===== config.mk =====
export PLATFORM = sky130hd
export DESIGN_NAME = dmem_arbiter
export DESIGN_NICKNAME = d
export VERILOG_FILES = /design/src/rtl/dmem_arbiter.sv
export SDC_FILE = /design/constraint.sdc
export NUM_CORES = 1
export LEC_CHECK = 0
export CORE_ASPECT_RATIO = 2
export CORE_UTILIZATION = 42
export CTS_CLUSTER_DIAMETER = 60
export DETAILED_ROUTE_END_ITERATION = 10
export GPL_TIMING_DRIVEN = 0
export PLACE_DENSITY = 0.81
export SETUP_SLACK_MARGIN = 0.2
export SYNTH_ARGS = -nofsm -noshare
export SYNTH_HDL_FRONTEND = slang
export SYNTH_SLANG_ARGS = --single-unit
export TNS_END_PERCENT = 50

===== constraint.sdc =====
create_clock -name CLK -period 2.82 [get_ports CLK]
set_clock_uncertainty 0.15 [all_clocks]
set_input_delay 0.846 -clock CLK [delete_from_list [all_inputs] [get_ports CLK]]
set_output_delay 0.846 -clock CLK [all_outputs]
set_load 0.03 [all_outputs]

===== src/rtl/dmem_arbiter.sv =====
// dmem_arbiter: shares one data-RAM port between the CPU memory stage
// (active-low nRD/nWR strobes) and a debug/loader port (req/ack).
// Each granted access holds the RAM strobes for MEM_LAT cycles, then a
// one-cycle response state releases the CPU stall or pulses dbg_ack.
module dmem_arbiter #(
    parameter int MEM_LAT = 1,
    parameter int ADDR_W  = 32,
    parameter int DATA_W  = 32
) (
    input  logic              CLK,
    input  logic              RST,
    input  logic              cpu_nRD,
    input  logic              cpu_nWR,
    input  logic [ADDR_W-1:0] cpu_addr,
    input  logic [DATA_W-1:0] cpu_wdata,
    output logic [DATA_W-1:0] cpu_rdata,
    output logic              cpu_stall,
    input  logic              dbg_req,
    input  logic              dbg_we,
    input  logic [ADDR_W-1:0] dbg_addr,
    input  logic [DATA_W-1:0] dbg_wdata,
    output logic              dbg_ack,
    output logic [DATA_W-1:0] dbg_rdata,
    output logic [ADDR_W-1:0] ram_addr,
    output logic [DATA_W-1:0] ram_wdata,
    output logic              ram_nRD,
    output logic              ram_nWR,
    input  logic [DATA_W-1:0] ram_rdata
);

    typedef enum logic [1:0] {
        IDLE = 2'd0,
        ACC  = 2'd1,
        RESP = 2'd2
    } state_t;

    localparam logic       OWN_CPU  = 1'b0;
    localparam logic       OWN_DBG  = 1'b1;
    localparam logic [3:0] CNT_INIT = 4'(MEM_LAT - 1);

    state_t              state_q, state_d;
    logic                owner_q, owner_d;
    logic                last_q, last_d;
    logic [3:0]          cnt_q, cnt_d;
    logic [ADDR_W-1:0]   addr_q, addr_d;
    logic [DATA_W-1:0]   wdata_q, wdata_d;
    logic                we_q, we_d;
    logic                rd_q, rd_d;
    logic [DATA_W-1:0]   cpu_rdata_q, cpu_rdata_d;
    logic [DATA_W-1:0]   dbg_rdata_q, dbg_rdata_d;

    logic                cpu_req;
    logic                grant_dbg;

    // A CPU access is pending whenever either strobe is low; with both low the
    // access is a write that still captures read data.
    assign cpu_req   = !cpu_nRD || !cpu_nWR;
    // Debug wins only when alone, or on a conflict when the CPU was served last.
    assign grant_dbg = dbg_req && (!cpu_req || (last_q == OWN_CPU));

    // State register and latched access; async reset also clears read data.
    always_ff @(posedge CLK or negedge RST) begin
        if (!RST) begin
            state_q     <= IDLE;
            owner_q     <= OWN_CPU;
            last_q      <= OWN_DBG;
            cnt_q       <= 4'd0;
            addr_q      <= '0;
            wdata_q     <= '0;
            we_q        <= 1'b0;
            rd_q        <= 1'b0;
            cpu_rdata_q <= '0;
            dbg_rdata_q <= '0;
        end else begin
            state_q     <= state_d;
            owner_q     <= owner_d;
            last_q      <= last_d;
            cnt_q       <= cnt_d;
            addr_q      <= addr_d;
            wdata_q     <= wdata_d;
            we_q        <= we_d;
            rd_q        <= rd_d;
            cpu_rdata_q <= cpu_rdata_d;
            dbg_rdata_q <= dbg_rdata_d;
        end
    end

    // Next-state: grant in IDLE, count down the RAM latency in ACC, one RESP cycle.
    always_comb begin
        state_d     = state_q;
        owner_d     = owner_q;
        last_d      = last_q;
        cnt_d       = cnt_q;
        addr_d      = addr_q;
        wdata_d     = wdata_q;
        we_d        = we_q;
        rd_d        = rd_q;
        cpu_rdata_d = cpu_rdata_q;
        dbg_rdata_d = dbg_rdata_q;
        case (state_q)
            IDLE: begin
                if (cpu_req || dbg_req) begin
                    owner_d = grant_dbg ? OWN_DBG : OWN_CPU;
                    addr_d  = grant_dbg ? dbg_addr : cpu_addr;
                    wdata_d = grant_dbg ? dbg_wdata : cpu_wdata;
                    we_d    = grant_dbg ? dbg_we : !cpu_nWR;
                    rd_d    = grant_dbg ? !dbg_we : !cpu_nRD;
                    cnt_d   = CNT_INIT;
                    state_d = ACC;
                end
            end
            ACC: begin
                if (cnt_q == 4'd0) begin
                    if (rd_q) begin
                        if (owner_q == OWN_DBG) begin
                            dbg_rdata_d = ram_rdata;
                        end else begin
                            cpu_rdata_d = ram_rdata;
                        end
                    end
                    last_d  = owner_q;
                    state_d = RESP;
                end else begin
                    cnt_d = cnt_q - 4'd1;
                end
            end
            RESP: begin
                state_d = IDLE;
            end
            default: begin
                state_d = IDLE;
            end
        endcase
    end

    // RAM port is driven only during ACC, so reset drops the strobes at once.
    always_comb begin
        ram_nRD   = 1'b1;
        ram_nWR   = 1'b1;
        ram_addr  = '0;
        ram_wdata = '0;
        if (state_q == ACC) begin
            ram_addr  = addr_q;
            ram_wdata = wdata_q;
            if (we_q) begin
                ram_nWR = 1'b0;
            end else begin
                ram_nRD = 1'b0;
            end
        end
    end

    assign dbg_ack   = (state_q == RESP) && (owner_q == OWN_DBG);
    assign cpu_stall = cpu_req && !((state_q == RESP) && (owner_q == OWN_CPU));
    assign cpu_rdata = cpu_rdata_q;
    assign dbg_rdata = dbg_rdata_q;

endmodule


; Yosys cells after proc, flatten, opt, wreduce, memory -nomap -nowiden
; Cells that the tools add are included.
[totals]
register_bits = 138
input_bits = 166
elab_cells = 56
[classes]
add_sub_neg = 1
eq_ne = 5
mux = 17
bitwise = 2
reduce_logical = 21
[op_table]
columns = cell, n
row1 = two-way mux 32 bit, 4
row2 = two-way mux 4 bit, 2
row3 = case mux 4 bit (2 select lines), 1
row4 = AND reduction 4 bit, 2
row5 = two-way mux 1 bit, 7
row6 = != test 2 bit (second input constant), 3
row7 = AND reduction 2 bit, 3
row8 = zero test 1 bit, 5
row9 = logical AND 1 bit, 4
row10 = zero test 4 bit, 1
row11 = two-way mux 2 bit, 2
row12 = case mux 2 bit (2 select lines), 1
row13 = subtractor 4 x 1 -> 4 bit (second input constant), 1
row14 = logical OR 1 bit, 3
row15 = AND reduction 3 bit, 1
row16 = == test 2 x 1 -> 1 bit (second input constant), 1
row17 = == test 2 bit (second input constant), 1
row18 = zero test 2 bit, 1
row19 = NOT 1 bit, 2
row20 = nonzero test 2 bit, 1

; Longest topological paths before layout
; Gate-level depths: netlist of run 1.
[logic_depth]
depth_word = 6
depth_mapped = 6

; Worst setup path after synthesis of run 1
; Ideal clock, no wire load.
[synth_timing]
path_type = flip-flop to output port
startpoint = register state_q[0]
endpoint = output port ram_wdata[13]
t_arrival_ns = 1.476
t_required_ns = 1.824
slack_ns = 0.348
stages_incl_launch_ff = 6
path_cell_list = dfrtp_1 nor2b_1 clkbuf_1 clkbuf_1 clkbuf_1 and2_1
[synth_between]
elab_chain_len = 2
[synth_rtl]
columns = element, line_no
row1 = "start, declared", 41  ; state_t state_q, state_d;
row2 = "start signal, assigned", 75  ; state_q <= state_d;
row3 = == test 2 x 1 -> 1 bit, 142  ; if (state_q == ACC) begin
row4 = two-way mux 32 bit, 142
row5 = "end, declared", 25  ; output logic [DATA_W-1:0] ram_wdata,
; No other way between the ends.

; Worst setup path after layout of run 1
[layout_timing]
startpoint = register state_q[0]
endpoint = output port ram_wdata[19]
; Same word-level chain as after synthesis.

==> results of run 1 <==
-- cells by family (layout without fill, tap and decap cells) --
logic type,Yosys count,count (layout),synth area share
flip-flops,138,138,0.522
AND/OR/NAND/NOR,85,85,0.0826
adder cells (fa/ha/maj),2,2,0.00378
multiplexers,67,67,0.114
AO/OA/AOI/OAI,206,206,0.233
buffers and inverters,68,404,0.0450
-- per-stage QoR --
stage	setup WS [ps]	total power, mW	util	TNS [ps]	cell area [um2]
finish	122	13.4	0.688	0	10600
global route	66.8	14.1	0.688	0	10600
CTS	93.8	13.4	0.685	0	10500
detailed placement	-1030	10.7	0.642	-38810	9870
global placement	-4800	10.6	0.640	-694470	9840
floorplan	348	7.83	-	0	6620
-- layer usage --
layer	routed length (um)	vias to the layer above	global-route usage
li1	-	2797	-
met1	7880	3060	0.297
met2	12200	296	0.518
met3	1110	69	0.0605
met4	1100	0	0.160
met5	0	-	0
-- registers in the layout (all words and copies together), names as in the netlist --
signal	cells
addr_q	32
cpu_rdata	32
wdata_q	32
state_q	2
owner_q	1
last_q	1
rd_q	1
cnt_q	4
dbg_rdata	32
we_q	1
-- path summary, 6_finish.rpt --
kind | startpoint | to | slack [ps] | cells after the start
max | state_q[0] | ram_wdata[19] | 120 | 6
min | RST | cpu_rdata[28] | 260 | 1
max reg2reg | cnt_q[0] | dbg_rdata[17] | 540 | 6
min reg2reg | dbg_rdata[6] | dbg_rdata[6] | 350 | 1
max in group asynchronous | RST | wdata_q[10] | 1480 | 2
min in group CLK | dbg_rdata[6] | dbg_rdata[6] | 350 | 1
-- cells in the final DEF, fill, tap and decap left out, types with 3 or more instances in the layout --
master and n:
inv_1 3, a311oi_1 65, and2_4 11, clkbuf_1 35, mux2_2 63, buf_2 41, a2bb2oi_1 65, buf_6 14
nand3_1 3, buf_4 18, clkbuf_16 21, clkbuf_2 6, and2_1 53, clkdlybuf4s50_1 226, o21ai_0 68, dfrtp_1 137
clkbuf_4 17, clkbuf_8 6, bufinv_16 6
-- where the power goes --
part / internal, mW / leakage (nW) / switching, mW / total [mW]
clock network: 1.71 / 0.329 / 0.849 / 2.56
registers: 2.98 / 1.61 / 0.512 / 3.49
logic: 3.38 / 2.46 / 3.99 / 7.36
total: 8.07 / 4.39 / 5.35 / 13.4
-- worst max-delay path: stages (launching register included) --
cell and delay, ps:
dfrtp_1 380, nor2b_4 130, clkbuf_16 160, clkbuf_16 160, clkbuf_16 160, and2_4 140, buf_8 130
-- final cells by class --
class	instances	area, um2
sequential	138	3450
clock inverter	10	211
fill	1224	4790
clock buffer	22	464
buffer	65	398
timing repair buffer	304	2890
tap	198	248
inverter	3	11.3
multi-input combinational	360	2900
-- what timing repair did --
action,in CTS,in global routing
pin swaps,10,0
buffers inserted,4,0
hold buffers,0,0
gates resized for setup,407,30
setup endpoints to repair,78,121
gates cloned,2,0
==> impl_metrics.json, run 1 <==
{
  "route.detailed.vias_per_inst": 5.66,
  "grt_start_max_net_pins": 72,
  "die_w_um": 90.8,
  "leakage_nw": 4.39,
  "grt_overflow_total": 0,
  "hold_viol": 0,
  "maxSlewHeadroom": 0.556,
  "htree_levels": 4,
  "num_antenna_cells": 0,
  "critPathMaxFanout": 8,
  "min_path_type": "input pin to async pin",
  "routedWlPerCell_um": 20.3,
  "cts_tree": "built",
  "cts.reportedPaths.clkPinSlew_ps": 60,
  "ys_warn_count": 0,
  "worstSetupStartpointType": "register",
  "synth_flop_cell": "dfrtp_1",
  "endpoint_kind": "output port",
  "post_synth.cell_area_avg_um2": 11.7,
  "critical_path_class": "register to output port",
  "worst_margin_slew_ps": 667,
  "design.core.area_um2": 15400,
  "unrepaired_setup_endpoints_after_global_routing": "true",
  "cp.arrival_ps": 1700,
  "vdd_drop_max_v": 0.000587,
  "chip_height_um": 180,
  "number_of_antenna_violations_at_the_first_check_in_global_routing": 0,
  "final-instance-count-excl-fill": 1100,
  "port_buffers": 297,
  "clock_sinks": 138,
  "wl_um": 22300,
  "via_count_of_the_first_global_routing_pass": 6686,
  "highest_achievable_clock_rate_ghz": 0.371,
  "root_buffer": "clkbuf_16",
  "synth_seq_area_share": 0.522,
  "cap_violations": 0,
  "drcViolationCount": 0,
  "synth_top_cell_area_share": 0.518,
  "synth-async-reset-ratio": 1.00,
  "post-dp-hpwl_um": 16500,
  "synth_cell_type_count": 35,
  "area_growth_pct": 59.9,
  "synthDominantAreaCellType": "dfrtp_1",
  "layout_min_cycle_time_ps": 2700,
  "numPlacedInstances": 1062,
  "post_synth_main_area_contributors": "dfrtp_1 (52%), mux2_2 (11%), a2bb2oi_1 (8.6%), a311oi_1 (8.6%), and2_1 (6.1%)",
  "cts_buffer_depth": 2,
  "setup_viol_count_final": 0,
  "dr_total_vias": 6222,
  "floorplan.initialDensity": 0.430,
  "timing.final.crit_share": 0.957,
  "run_status": "complete, no violations",
  "cts-buffers-inserted": 17,
  "boundaryPins": 298,
  "fraction_of_layout_instances_using_a_drive_strength_above_1": 0.243,
  "drtPass1Iterations": 4,
  "critical_path_required_ps": 1820,
  "slew_violations": 0,
  "dr.first_iter.drc_count": 296,
  "nets": 1057,
  "die_area_um2": 16300,
  "yosysMostFrequentCell": "dfrtp_1",
  "route.antenna.remaining_nets": 0,
  "synthCells": 566,
  "synthesis.nets": 734,
  "synth_edf_count": 0,
  "groute.usage.overall": 0.285,
  "worst_skew_pair_later_pin_latency_ps": 420,
  "syn_area_um2": 6620,
  "yosys-top-cells-count": "dfrtp_1 (137), o21ai_0 (68), a2bb2oi_1 (65), a311oi_1 (65), and2_1 (64)",
  "grt_pass1_wl_um": 35700,
  "rows": 64,
  "ys_ff_latch": 138,
  "holdWs_ps": 264,
  "place_congestion": 0.870,
  "pwr_dens_nw_per_um2": 1270
}
(Power assumes the default switching activity.)
==> run 2, diff against run 1 <==
--- a/config.mk
+++ b/config.mk
@@ -5,12 +5,13 @@
 export SDC_FILE = /design/constraint.sdc
 export NUM_CORES = 1
 export LEC_CHECK = 0
+export ABC_AREA = 1
 export CORE_ASPECT_RATIO = 2
-export CORE_UTILIZATION = 42
+export CORE_UTILIZATION = 43
 export CTS_CLUSTER_DIAMETER = 60
 export DETAILED_ROUTE_END_ITERATION = 10
 export GPL_TIMING_DRIVEN = 0
-export PLACE_DENSITY = 0.81
+export PLACE_DENSITY = 0.82
 export SETUP_SLACK_MARGIN = 0.2
 export SYNTH_ARGS = -nofsm -noshare
 export SYNTH_HDL_FRONTEND = slang
==> impl_metrics.json, run 2 <==
{
  "most-common-layout-cells": "nand2_1 (373), clkdlybuf4s50_1 (226), dfrtp_1 (137)",
  "critical_path_required_ps": 1820,
  "fillcell_total": 1355,
  "fin_area_um2": 10500,
  "grt_pass1_wl_um": 33800,
  "run_status": "complete, no violations",
  "ys_ff_latch": 138,
  "nets": 1445,
  "critical_path_class": "register to output port",
  "ys_warn_count": 0,
  "leakage_nw": 5.54,
  "endpoint_kind": "output port",
  "unrepaired_setup_endpoints_after_global_routing": "true",
  "slew_violations": 0,
  "grt_overflow_total": 0,
  "hold_viol": 0,
  "cts.reportedPaths.clkPinSlew_ps": 60,
  "route.antenna.remaining_nets": 0,
  "synth_edf_count": 0,
  "finalSetupTns_ps": 0,
  "number_of_antenna_violations_at_the_first_check_in_global_routing": 0,
  "synth_seq_area_share": 0.508,
  "clock_sinks": 138,
  "cts_tree": "built",
  "rows": 64,
  "post-dp-hpwl_um": 16300,
  "pwr_dens_nw_per_um2": 1210,
  "min_path_type": "input pin to async pin",
  "wl_um": 21200,
  "boundaryPins": 298,
  "cp.arrival_ps": 1670,
  "via_count_of_the_first_global_routing_pass": 6854,
  "synthDominantAreaCellType": "dfrtp_1",
  "synthCells": 957,
  "place_congestion": 0.899,
  "pre_cts_ws_ps": -406,
  "maxSlewHeadroom": 0.640,
  "post_dp_cell_area_um2": 10000,
  "synth_flop_cell": "dfrtp_1",
  "yosys-top-cells-count": "nand2_1 (374), nor2_1 (138), dfrtp_1 (137), inv_1 (137), o21ai_0 (41)",
  "timing.final.crit_share": 0.946,
  "routedWlPerCell_um": 14.2,
  "synth_cell_type_count": 25,
  "highest_achievable_clock_rate_ghz": 0.375,
  "synthesis.nets": 1125,
  "drtPass1Iterations": 5,
  "chip_height_um": 180,
  "dr_total_vias": 6902,
  "post-route-util": 0.684,
  "fraction_of_layout_instances_using_a_drive_strength_above_1": 0.123,
  "htree_levels": 4,
  "drcViolationCount": 0,
  "worst_skew_pair_later_pin_latency_ps": 410,
  "dr.first_iter.drc_count": 278,
  "area_growth_pct": 54.8,
  "vdd_drop_max_v": 0.000609,
  "yosysMostFrequentCell": "nand2_1",
  "syn_area_um2": 6800,
  "cts-buffers-inserted": 17,
  "layout.cells.most_common": "nand2_1",
  "post_synth.cell_area_avg_um2": 7.10,
  "root_buffer": "clkbuf_16",
  "groute.usage.overall": 0.263,
  "die_w_um": 90.9,
  "synth_top_cell_area_share": 0.504,
  "worstSetupStartpointType": "register",
  "worst_margin_slew_ps": 539,
  "design.core.area_um2": 15400,
  "port_buffers": 297,
  "setup_viol_count_final": 0,
  "num_antenna_cells": 0,
  "route.detailed.vias_per_inst": 4.64,
  "cap_violations": 0,
  "post_synth_main_area_contributors": "dfrtp_1 (50%), nand2_1 (21%), nor2_1 (7.6%), inv_1 (7.6%), o21ai_0 (3.0%)",
  "layout_min_cycle_time_ps": 2670,
  "floorplan.initialDensity": 0.442,
  "total_power_mw": 12.8,
  "synth-async-reset-ratio": 1.00,
  "critPathMaxFanout": 7,
  "grt_start_max_net_pins": 86,
  "fin_ws_ps": 152,
  "cts_buffer_depth": 2,
  "die_area_um2": 16300
}
-- run 2: report_power, final --
part	leakage [nW]	internal, mW	switching (mW)
logic	3.59	2.55	4.46
registers	1.67	2.99	0.550
clock network	0.278	1.25	0.956
total	5.54	6.79	5.96
-- run 2: final timing paths --
path                       depth (start not counted)          from           end  slack, ps
max in group asynchronous                          2           RST        last_q       1450
setup reg to reg                                   6    state_q[0]     addr_q[0]        940
hold / removal                                     1           RST  cpu_rdata[5]        230
setup / recovery                                   5    state_q[1]  ram_addr[31]        150
min in group CLK                                   2  dbg_rdata[6]  dbg_rdata[6]        320
hold reg to reg                                    2  dbg_rdata[6]  dbg_rdata[6]        320
-- run 2: cell families after synthesis --
family,count (synthesis),share of synthesized area
XOR/XNOR,1,0.00129
AO/OA/AOI/OAI,71,0.0528
adder cells (fa/ha/maj),2,0.00368
buffers and inverters,189,0.115
flip-flops,138,0.508
AND/OR/NAND/NOR,556,0.319
-- run 2: per-stage QoR --
step,cells,hold slack (ps)
after floorplan,957,303
after global placement,1452,304
after detailed placement,1453,308
after CTS,1486,258
after global routing,1488,273
final,1488,235
-- run 2: layout make-up --
cell class              instances  area [um2]  area share
multi-input cells             630        2620       0.249
clock inverters                15         153      0.0145
flip-flops and latches        138        3450       0.328
repair buffers                301        2800       0.266
inverters                     139         522      0.0496
plain buffers                  50         304      0.0289
clock buffers                  17         425      0.0404
well taps                     198         248      0.0235
-- run 2: critical path, cell delays in order (launching register included) --
cell and delay (ps):
dfrtp_1 390, inv_2 110, nand2_8 90, clkbuf_8 170, nor2_1 80, dlygate4sd2_1 430
-- run 2: timing repair --
item,in CTS,in global routing
cloned,1,0
endpoints found under the setup margin,68,64
hold endpoints to repair,0,0
pin swaps,1,0
hold buffers,0,0
resized for setup,269,74
setup buffers,0,2
-- run 2: routing by layer --
layer	track usage	vias up	wire length, um
met3	0.0470	43	1080
met1	0.267	3143	7490
met2	0.502	247	11700
met5	0	-	0
li1	-	3469	-
met4	0.129	0	844
